$ cat src/rtl/cnt_down_if.sv
// Handshake bundle for the loadable down-counter: controls in, count and status out.
interface cnt_down_if #(parameter int WIDTH = 4);
  logic             en;
  logic             load;
  logic             mode;
  logic [WIDTH-1:0] din;
  logic [WIDTH-1:0] cnt;
  logic             zero;
  logic             busy;
  logic             done;

  modport master (output en, load, mode, din, input cnt, zero, busy, done);
  modport slave  (input en, load, mode, din, output cnt, zero, busy, done);
endinterface

$ cat src/rtl/cnt_down.sv
// Loadable down-counting timer with one-cycle done pulse on expiry.
// Optional periodic auto-reload compiled in with CNT_DOWN_RELOAD_EN.
module cnt_down #(
  parameter int WIDTH = 4
) (
  input  logic       clk,
  input  logic       clr,
  cnt_down_if.slave  bus
);

  typedef enum logic {IDLE = 1'b0, RUN = 1'b1} state_t;

  state_t           state_q, state_d;
  logic [WIDTH-1:0] cnt_q, cnt_d;
  logic [WIDTH-1:0] rld_q, rld_d;
  logic             done_q, done_d;

  always_ff @(posedge clk or posedge clr) begin
    if (clr) begin
      state_q <= IDLE;
      cnt_q   <= '0;
      rld_q   <= '0;
      done_q  <= 1'b0;
    end else begin
      state_q <= state_d;
      cnt_q   <= cnt_d;
      rld_q   <= rld_d;
      done_q  <= done_d;
    end
  end

  // load beats any decrement, including the terminal one, so no done on collision
  always_comb begin
    state_d = state_q;
    cnt_d   = cnt_q;
    rld_d   = rld_q;
    done_d  = 1'b0;
    if (bus.load) begin
      cnt_d   = bus.din;
      rld_d   = bus.din;
      state_d = (bus.din != '0) ? RUN : IDLE;
    end else if (state_q == RUN && bus.en) begin
      if (cnt_q == WIDTH'(1)) begin
        done_d = 1'b1;
`ifdef CNT_DOWN_RELOAD_EN
        if (bus.mode) begin
          cnt_d = rld_q;
        end else begin
          cnt_d   = '0;
          state_d = IDLE;
        end
`else
        cnt_d   = '0;
        state_d = IDLE;
`endif
      end else begin
        cnt_d = cnt_q - WIDTH'(1);
      end
    end
  end

`ifndef CNT_DOWN_RELOAD_EN
  logic unused_mode;
  assign unused_mode = bus.mode;
`endif

  assign bus.cnt  = cnt_q;
  assign bus.zero = (cnt_q == '0);
  assign bus.busy = (state_q == RUN);
  assign bus.done = done_q;

endmodule

$ cat src/flat_wrapper.sv
// flat-port wrapper written by rule: the top's interface ports become plain ports
module cnt_down_flat 
#(
  parameter int WIDTH = 4
)
  (clk, clr, bus_en, bus_load, bus_mode, bus_din, bus_cnt, bus_zero, bus_busy, bus_done);
  cnt_down_if #(.WIDTH(WIDTH)) bus_i ();
  input  logic clk;
  input  logic clr;
  input wire logic [$bits(bus_i.en)-1:0] bus_en;
  input wire logic [$bits(bus_i.load)-1:0] bus_load;
  input wire logic [$bits(bus_i.mode)-1:0] bus_mode;
  input wire logic [$bits(bus_i.din)-1:0] bus_din;
  output wire logic [$bits(bus_i.cnt)-1:0] bus_cnt;
  output wire logic [$bits(bus_i.zero)-1:0] bus_zero;
  output wire logic [$bits(bus_i.busy)-1:0] bus_busy;
  output wire logic [$bits(bus_i.done)-1:0] bus_done;
  assign bus_i.en = bus_en;
  assign bus_i.load = bus_load;
  assign bus_i.mode = bus_mode;
  assign bus_i.din = bus_din;
  assign bus_cnt = bus_i.cnt;
  assign bus_zero = bus_i.zero;
  assign bus_busy = bus_i.busy;
  assign bus_done = bus_i.done;
  cnt_down #(.WIDTH(WIDTH)) u_core (.clk(clk), .clr(clr), .bus(bus_i));
endmodule
$ cat config.mk
export PLATFORM = sky130hd
export DESIGN_NAME = cnt_down_flat
export DESIGN_NICKNAME = d
export VERILOG_FILES = /design/src/rtl/cnt_down_if.sv /design/src/rtl/cnt_down.sv /design/src/flat_wrapper.sv
export SDC_FILE = /design/constraint.sdc
export NUM_CORES = 1
export LEC_CHECK = 0
export BUFFER_PORTS_ARGS = -buffer_cell sky130_fd_sc_hd__buf_2
export CORE_AREA = 8 8 45 47
export DETAILED_ROUTE_END_ITERATION = 6
export DIE_AREA = 0 0 53 55
export PLACE_DENSITY_LB_ADDON = 0.12
export SYNTH_ARGS = -nofsm -noshare
export SYNTH_HDL_FRONTEND = slang
export SYNTH_SLANG_ARGS = --single-unit
$ cat constraint.sdc
create_clock -name clk -period 4.2 [get_ports clk]
set_clock_uncertainty 0.15 [all_clocks]
set_input_delay 0.21 -clock clk [delete_from_list [all_inputs] [get_ports clk]]
set_output_delay 0.21 -clock clk [all_outputs]
set_load 0.02 [all_outputs]
==> results of run 1 <==
[metrics by stage]
| stage | std cells | instance area (sq um) | hold slack [ns] | util [%] |
|---|---|---|---|---|
| final | 72 | 482 | 0.0416 | 34.8 |
| after global routing | 72 | 482 | 0.0569 | 34.8 |
| after CTS | 72 | 482 | 0.0355 | 34.8 |
| after detailed placement | 68 | 449 | -0.0154 | 32.5 |
| after global placement | 68 | 449 | -0.0177 | 32.5 |
| after floorplan | 39 | 363 | -0.149 | - |
[cells in the final DEF, fill, tap and decap left out, types with 2 or more instances in the layout]
master	count
nor2b_1	2
clkbuf_4	3
a21oi_1	4
nand2_1	4
ha_1	3
o41ai_1	2
dfrtp_1	6
inv_1	4
buf_2	14
nor2_1	2
nor3_1	2
[final cells by class]
| type | count | area (sq um) | area share, % |
|---|---|---|---|
| Tap cell | 16 | 20.0 | 4.16 |
| Clock buffer | 3 | 22.5 | 4.68 |
| Timing Repair Buffer | 15 | 80.1 | 16.6 |
| Inverter | 4 | 15.0 | 3.12 |
| Multi-Input combinational cell | 28 | 194 | 40.3 |
| Sequential cell | 6 | 150 | 31.2 |
[layer usage]
metal	part of all wire [%]	vias up	GRT usage, %
met5	0	-	0
met4	2.4	0	7.76
met3	10	4	2.94
met2	43	12	9.57
met1	44	142	7.82
li1	-	174	-
[sequential cells by signal (all words and copies together) (netlist names)]
name and flops:
u_core.bus.busy 1, u_core.bus.cnt 4, u_core.bus.done 1
[kinds of logic (layout without fill, tap and decap cells)]
logic type | count (synthesis) | after routing | synth area share [%]
adder cells (fa/ha/maj) | 3 | 3 | 10.3
buffers and inverters | 5 | 22 | 5.17
AO/OA/AOI/OAI | 12 | 12 | 23.8
flip-flops | 6 | 6 | 41.4
AND/OR/NAND/NOR | 12 | 12 | 16.9
XOR/XNOR | 1 | 1 | 2.41
[repair_timing]
item / in CTS / in global routing
buffers inserted: 0 / 0
hold buffers: 1 / 0
endpoints found under the setup margin: 0 / 0
endpoints found under the hold margin: 6 / 0
[how the worst max path moves through the flow]
stage / slack, ns / cells past startpoint / endpoint
final: 2.63 / 3 / bus_zero
after global routing: 2.56 / 4 / bus_zero
after CTS: 2.61 / 3 / bus_zero
after detailed placement: 2.78 / 5 / u_core.bus.cnt[2]
after global placement: 2.77 / 5 / u_core.bus.cnt[2]
after floorplan: 2.76 / 5 / u_core.bus.cnt[2]
[power by group through the flow]
stage	logic (uW)	registers [uW]	clock network, uW
2_1_floorplan	22.7	77.7	0
3_3_place_gp	45.7	72.2	0
3_5_place_dp	44.8	72.0	0
4_1_cts	46.0	71.1	54.6
5_1_grt	50.2	72.4	57.6
6_report	45.0	71.2	51.4
[critical path, stage by stage, from the launching register on]
cell	delay, ns
dfrtp_1	0.43
nor2_1	0.23
and2_1	0.16
buf_2	0.15
==> summary.md, run 1 <==
| Metric | Value |
|---|---|
| Status | `completed` |
| Max Freq | `639 MHz` |
| Post-synth EDFFs | `0` |
| Post-synth top area share | `41.4%` |
| CP max FO | `6` |
| Clock transition at path regs | `0.04 ns` |
| CP Data Arrival Time | `1.21 ns` |
| Cell Area, Synth | `363 sq um` |
| Final Cycle Share | `37.3%` |
| WS Path Type | `flip-flop to output pin` |
| Clock tree sinks | `6` |
| Setup crit end kind | `output pin` |
| CTS Buffer Depth | `2` |
| Pwr Density | `348 mW/mm^2` |
| Int Power | `114 uW` |
| Vias | `332` |
| Clk root buf | `clkbuf_4` |
| Total CTS buffers | `3` |
| Hold path start | `bus_din[1]` |
| DRT Pass-1 Iters | `3` |
| Number of global-route vias before repair | `350` |
| Ys flop type | `dfrtp_1` |
| Psw | `53.6 uW` |
| Largest area contributor in the netlist | `dfrtp_1` |
| Global-route wire length before repair | `1500 um` |
| Via density | `4.61` |
| RSZ-0062 raised after global routing | `false` |
| Sequential share of the synthesized area | `41.4%` |
| Io pins | `16` |
| Clk network pwr share | `30.7%` |
| Ranking of synthesized cells by area | `dfrtp_1 41%, ha_1 10%, a21oi_1 5.5%` |
| Final hold violation count | `0` |
| Setup crit start kind | `flip-flop` |
| Synthesized flop and latch total | `6` |
| Fin. max-slew vios | `0` |
| Worst IR drop on VDD | `0.138 mV` |
| Final setup margin | `2.63 ns` |
| Pwr Total | `168 uW` |
| Final TNS setup | `0 ns` |
| CTS tree | `built` |
| # diodes | `0` |
| Syn avg cell area | `9.30 sq um` |
| Die ar. | `0.00292 sq mm` |
| Post-Route WL | `887 um` |
| Net Count, Synth | `51` |
| Gr usage total | `7.07%` |
| Worst EP required | `3.84 ns` |
| # fillers | `157` |
| Maxcap violations | `0` |
| Area Overhead vs Synth | `32.8%` |
| Net Sw Frac | `32.0%` |
| Synth cell types | `19` |
| Period minus WS final | `1.57 ns` |
| Synth Instances | `39` |
| Final setup viols | `0` |
| Worst Tran Pin Value | `0.297 ns` |
| Register share of total power | `42.5%` |
| Post-CTS Resized | `0` |
| Share of layout cells above drive strength 1 | `32.1%` |
| CP Launch Point | `u_core.bus.cnt[2]` |
| R2R setup slack | `2.79 ns` |
| Slew HR | `80.0%` |
| Worst Reg-to-Reg Cells | `5` |
| Min-delay worst type | `primary input to flip-flop` |
| DR iter-0 viols | `2` |
| Row count | `14` |
| Synth warn | `0` |
| Placement Setup Slack | `2.78 ns` |
| WHS Path Cells | `2` |
| PortBufs | `14` |
| Dpl hpwl | `717 um` |
| Pleak | `0.000239 uW` |
| Remaining DRCs | `0` |
| CTS HTree Levels | `1` |
| R2r endpoint | `u_core.bus.cnt[2]` |
| Initial antenna violation count | `0` |
| Die span in y | `55 um` |
| Post-synth top cells | `6 x dfrtp_1, 4 x a21oi_1, 4 x inv_1, 4 x nand2_1, 3 x ha_1` |
| Antenna Nets Post-Route | `0` |
| DR WL/cell | `12.3 um` |
| Largest net degree at the start of global routing | `12` |
| Net count, final | `70` |
| WHS Endpoint | `u_core.bus.cnt[1]` |
| FF-to-FF Start | `u_core.bus.cnt[0]` |
| Clk_lat worst skew | `0.24 ns` |
| Count leader, synth | `dfrtp_1` |
| Overflow after GRT | `0` |
| Comb pwr share | `26.9%` |
| GPL Wtd Cong | `0.658` |
| Async SR Flop Fraction | `100%` |
| Core ar. | `0.00138 sq mm` |
| Starting Density | `26.2%` |
| Die Wd | `53 um` |
Power figures use the tool's default switching activity.
==> run 2, diff against run 1 <==
Clock period 4.2 ns to 1.6 ns, I/O delays scaled along.
==> run 2 against run 1 <==
Compared with the run above: non-clock buffer count rose by 4; final cell count grew 5.6%; die area is the same; flip-flop and latch count is the same; global-route usage is 0.16 points higher; first-iteration DRC count unchanged; sequential share of layout area fell by 2.4 points; largest power group unchanged.
==> summary.md, run 2 (synthesis results as in run 1) <==
| Metric | Value |
|---|---|
| DRT Pass-1 Iters | `3 (unchanged)` |
| CTS Buffer Depth | `2 (unchanged)` |
| Fin. max-slew vios | `0 (unchanged)` |
| Remaining DRCs | `0 (unchanged)` |
| GPL Wtd Cong | `0.658 (unchanged)` |
| Core ar. | `0.00138 sq mm (unchanged)` |
| Area Overhead vs Synth | `43.8%` |
| Via density | `4.61 (-0.13%)` |
| Setup crit end kind | `output pin` |
| DR WL/cell | `12.0 um (-2.9%)` |
| Pwr Total | `447 uW (+170%)` |
| Io pins | `16 (unchanged)` |
| Dpl hpwl | `717 um (unchanged)` |
| Worst Tran Pin Value | `0.295 ns (-0.00145 ns)` |
| Post-Route WL | `909 um (+2.5%)` |
| Final TNS setup | `0 ns (unchanged)` |
| Setup Buffers After CTS | `0 (unchanged)` |
| Largest net degree at the start of global routing | `12 (unchanged)` |
| Die ar. | `0.00292 sq mm (unchanged)` |
| Most common cell after layout, fill and taps aside | `buf_2` |
| # diodes | `0 (unchanged)` |
| CP max FO | `6 (unchanged)` |
| Worst IR drop on VDD | `0.363 mV (+160%)` |
| Clock transition at path regs | `0.04 ns (about the same)` |
| Global-route wire length before repair | `1540 um (+2.7%)` |
| PortBufs | `14 (unchanged)` |
| Status | `completed` |
| Setup crit start kind | `flip-flop` |
| Largest register FFs | `4 (unchanged)` |
| Overflow after GRT | `0 (unchanged)` |
| Vias | `350 (+5.4%)` |
| Most frequent cells in the layout | `14 x buf_2, 6 x dfrtp_1, 5 x dlygate4sd3_1` |
| CP Data Arrival Time | `1.21 ns (about the same)` |
| Clock tree sinks | `6 (unchanged)` |
| Initial antenna violation count | `0 (unchanged)` |
| Antenna Nets Post-Route | `0 (unchanged)` |
| Max Freq | `696 MHz` |
| Final Cycle Share | `89.7%` |
| # fillers | `152 (-3.2%)` |
| Worst EP required | `1.37 ns (-2.47 ns)` |
| Pleak | `0.000256 uW (+7.0%)` |
| Number of global-route vias before repair | `367 (+4.9%)` |
| DR iter-0 viols | `2 (unchanged)` |
| Maxcap violations | `0 (unchanged)` |
| Slew HR | `80.1% (+0.098 points)` |
| WS Path Type | `flip-flop to output pin` |
| Starting Density | `26.2% (unchanged)` |
| Total CTS buffers | `3 (unchanged)` |
| RSZ-0062 raised after global routing | `false` |
| CTS HTree Levels | `1 (unchanged)` |
| Die Wd | `53 um (unchanged)` |
| Row count | `14 (unchanged)` |
| Clk root buf | `clkbuf_4` |
| Net count, final | `74 (+5.7%)` |
| Gr usage total | `7.24% (+0.16 points)` |
| Final setup viols | `0 (unchanged)` |
| Pwr Density | `857 mW/mm^2 (+150%)` |
| Final hold violation count | `0 (unchanged)` |
| Min-delay worst type | `primary input to flip-flop` |
| Period minus WS final | `1.44 ns` |
| Die span in y | `55 um (unchanged)` |
| Share of layout cells above drive strength 1 | `30.0% (-2.1 points)` |
| Clk_lat worst skew | `0.24 ns (about the same)` |
| CTS tree | `built` |
run 2: changes by cell type in the layout (fill, tap and decap cells not counted):
cell,change
dlygate4sd3_1,+4
run 2: area by class of cell:
type                       count  area [sq um]  share of cell area [%]
inverter                       4          15.0                    2.88
clock buffer                   3          22.5                    4.32
sequential                     6           150                    28.8
tap                           16          20.0                    3.84
multi-input combinational     28           194                    37.2
timing repair buffer          19           120                    23.0
run 2: stage by stage:
step | setup WS [ns] | cells | utilization, % | cell area (sq um) | hold WS (ns)
floorplan | 0.161 | 39 | - | 363 | -0.279
global placement | 0.166 | 68 | 32.5 | 449 | -0.148
detailed placement | 0.184 | 68 | 32.5 | 449 | -0.145
CTS | 0.141 | 76 | 37.7 | 522 | 0.00748
global route | 0.0882 | 76 | 37.7 | 522 | 0.0248
finish | 0.164 | 76 | 37.7 | 522 | 0.0122
run 2: worst max-delay path: stages, from the launching register on:
cell	delay [ns]
dfrtp_1	0.43
nor2_1	0.23
and2_1	0.16
buf_2	0.15
run 2: worst paths after layout:
kind,start,to,slack [ns],cells past startpoint
min in group asynchronous,clr,u_core.bus.cnt[0],0.14,3
max in group asynchronous,clr,u_core.bus.cnt[2],0.97,3
hold / removal,bus_load,u_core.bus.done,0.01,2
hold reg to reg,u_core.bus.cnt[3],u_core.bus.cnt[3],0.42,2
setup reg to reg,u_core.bus.cnt[0],u_core.bus.cnt[2],0.19,5
setup / recovery,u_core.bus.cnt[2],bus_zero,0.16,3
run 2: report_power, final:
part           switching, uW  internal (uW)
Combinational           71.7           53.9
Clock                   50.3           84.5
Sequential              19.9            167
run 2: metal layers:
metal / vias to the layer above / share of wire (%) / global-route usage, % / wire, um
met5: - / 0 / 0 / 0
met4: 0 / 2.3 / 7.76 / 21
met3: 4 / 9.8 / 2.94 / 89
met2: 12 / 45 / 10.2 / 406
met1: 152 / 43 / 7.82 / 392
li1: 182 / - / - / -
run 2: what timing repair did:
action / in CTS / in global routing
hold endpoints to repair: 11 / 0
hold buffers: 5 / 0
resized for setup: 0 / 0
==> run 3, diff against run 2 <==
Clock period 1.6 ns to 1.38 ns, I/O delays scaled along.
==> run 3 against run 2 <==
Compared with the run above: worst setup slack worse by 0.15 ns; critical endpoint unchanged; sequential power increased by 18%; worst hold slack improved by 0.011 ns.
==> summary.md, run 3 (synthesis results as in run 1) <==
| Metric | Value |
|---|---|
| Row count | `14 (unchanged)` |
| Die ar. | `0.00292 sq mm (unchanged)` |
| WHS Endpoint | `u_core.bus.done` |
| Placement Setup Slack | `-0.0144 ns (-0.199 ns)` |
| CP max FO | `3 (-3)` |
| Final hold violation count | `0 (unchanged)` |
| Final non-filler cell total | `82 (+7.9%)` |
| Pwr Density | `966 mW/mm^2 (+13%)` |
| Slew HR | `81.8% (+1.7 points)` |
| Worst IR drop on VDD | `0.582 mV (+60%)` |
| Total CTS buffers | `3 (unchanged)` |
| Worst Tran Pin Value | `0.269 ns (-0.0258 ns)` |
| Pleak | `0.000285 uW (+11%)` |
| Largest register FFs | `4 (unchanged)` |
| Min-delay worst type | `primary input to flip-flop` |
| CP Launch Point | `u_core.bus.cnt[0]` |
| Clock tree sinks | `6 (unchanged)` |
| Global-route wire length before repair | `1520 um (-0.91%)` |
| Net count, final | `80 (+8.1%)` |
| Area Overhead vs Synth | `69.7%` |
| Remaining DRCs | `0 (unchanged)` |
| Setup crit start kind | `flip-flop` |
| R2r endpoint | `u_core.bus.cnt[2]` |
| Vias | `386 (+10%)` |
| Die span in y | `55 um (unchanged)` |
| PortBufs | `14 (unchanged)` |
| Overflow after GRT | `0 (unchanged)` |
| Setup crit end kind | `output pin` |
| Final setup viols | `0 (unchanged)` |
| CP Data Arrival Time | `1.14 ns (-0.07 ns)` |
| Antenna Nets Post-Route | `0 (unchanged)` |
| Max Freq | `734 MHz` |
| Core ar. | `0.00138 sq mm (unchanged)` |
| FF-to-FF Start | `u_core.bus.cnt[0]` |
| Hold path start | `bus_en` |
| CTS HTree Levels | `1 (unchanged)` |
| DR iter-0 viols | `7 (+5)` |
| Dpl hpwl | `773 um (+7.8%)` |
| DR WL/cell | `12.7 um (+6.5%)` |
| Initial antenna violation count | `0 (unchanged)` |
| Number of global-route vias before repair | `370 (+0.82%)` |
| Clk root buf | `clkbuf_4` |
| CP delay by family, top | `flip-flops` |
| Io pins | `16 (unchanged)` |
| Die Wd | `53 um (unchanged)` |
| Via density | `4.71 (+2.2%)` |
| Clock transition at path regs | `0.05 ns (about the same)` |
| Gr usage total | `7.58% (+0.34 points)` |
| WHS Path Cells | `3 (+1)` |
| Slowest CP cell | `dfrtp_2` |
| CTS Buffer Depth | `2 (unchanged)` |
| CTS tree | `built` |
| Slowest stage delay, CP | `0.40 ns (-0.03 ns)` |
| Worst Reg-to-Reg Cells | `5 (unchanged)` |
| Status | `completed` |
| RSZ-0062 raised after global routing | `true` |
| Final setup margin | `0.0181 ns (-0.146 ns)` |
| # diodes | `0 (unchanged)` |
| R2R setup slack | `0.03 ns (-0.16 ns)` |
| Final Cycle Share | `98.7%` |
| GPL Wtd Cong | `0.708 (+7.6%)` |
| Clk_lat worst skew | `0.26 ns (+0.02 ns)` |
| Largest net degree at the start of global routing | `12 (unchanged)` |
| Fin. max-slew vios | `0 (unchanged)` |
| WS Path Type | `flip-flop to output pin` |
| Share of layout cells above drive strength 1 | `48.5% (+18 points)` |
| Critical-path cell list | `inv_4 -> ha_1 -> and2_4 -> buf_6` |
| Dpl cells | `72 (+5.9%)` |
| Starting Density | `26.2% (unchanged)` |
| Most common cell after layout, fill and taps aside | `buf_2` |
| Most frequent cells in the layout | `13 x buf_2, 6 x dlygate4sd3_1, 5 x buf_4` |
| Worst path bufs/invs | `2 (+1)` |
| DRT Pass-1 Iters | `4 (+1)` |
| Maxcap violations | `0 (unchanged)` |
| Post-Route WL | `1050 um (+15%)` |
| Worst EP required | `1.16 ns (-0.21 ns)` |
| Period minus WS final | `1.36 ns` |
| Final design utilization | `44.5% (+6.8 points)` |
[run 3: cell types whose count changed in the layout (fill, tap and decap cells not counted), moves of 2 or more]
cell     before  now
inv_1         4    2
dfrtp_2       0    2
dfrtp_1       6    4
buf_4         0    5
inv_4         0    2
[run 3: tightest hold or removal path: cells and delay by family]
kind          cells  cell delay, ns
buf+inv           1            0.14
simple gates      2            0.19
[run 3: cell type report]
| cell class | count | area (sq um) |
|---|---|---|
| fillers | 148 | 768 |
| multi-input cells | 28 | 226 |
| repair buffers | 25 | 174 |
| flip-flops and latches | 6 | 153 |
| clock buffers | 3 | 22.5 |
| inverters | 4 | 20.0 |
| well taps | 16 | 20.0 |
[run 3: timing repair]
item,in CTS,in global routing
pin swaps,2,4
endpoints found under the setup margin,2,3
gates resized for setup,5,7
hold buffers,6,0
hold endpoints to repair,12,0
setup buffers,1,0
[run 3: worst max-delay path by stage]
stage,cells past startpoint,slack [ns],end
after floorplan,5,0.0009,u_core.bus.cnt[2]
after global placement,5,-0.04,u_core.bus.cnt[2]
after detailed placement,5,-0.01,u_core.bus.cnt[2]
after CTS,5,0.009,u_core.bus.cnt[2]
after global routing,5,-0.02,u_core.bus.cnt[2]
final,4,0.02,bus_zero
[run 3: power breakdown]
group / leakage, uW / internal, uW / total, uW / switching (uW)
clock network: 0.0000138 / 98.7 / 168 / 69.4
registers: 0.0000691 / 195 / 220 / 24.9
logic: 0.000202 / 99.9 / 207 / 107
[run 3: per-stage QoR]
step | setup TNS (ns) | power [uW] | area (sq um) | hold WS (ns)
after CTS | 0 | 583 | 586 | 0.0144
after global placement | -0.0375 | 386 | 482 | -0.165
after global routing | -0.0391 | 634 | 616 | 0.0327
final | 0 | 595 | 616 | 0.0234
after floorplan | 0 | 308 | 365 | -0.290
after detailed placement | -0.0144 | 383 | 482 | -0.165
[run 3: metal layers]
metal  wire length, um  track usage (%)
met4                17             5.17
met3               112             6.42
met5                 0                0
met2               470             11.1
met1               445             6.93
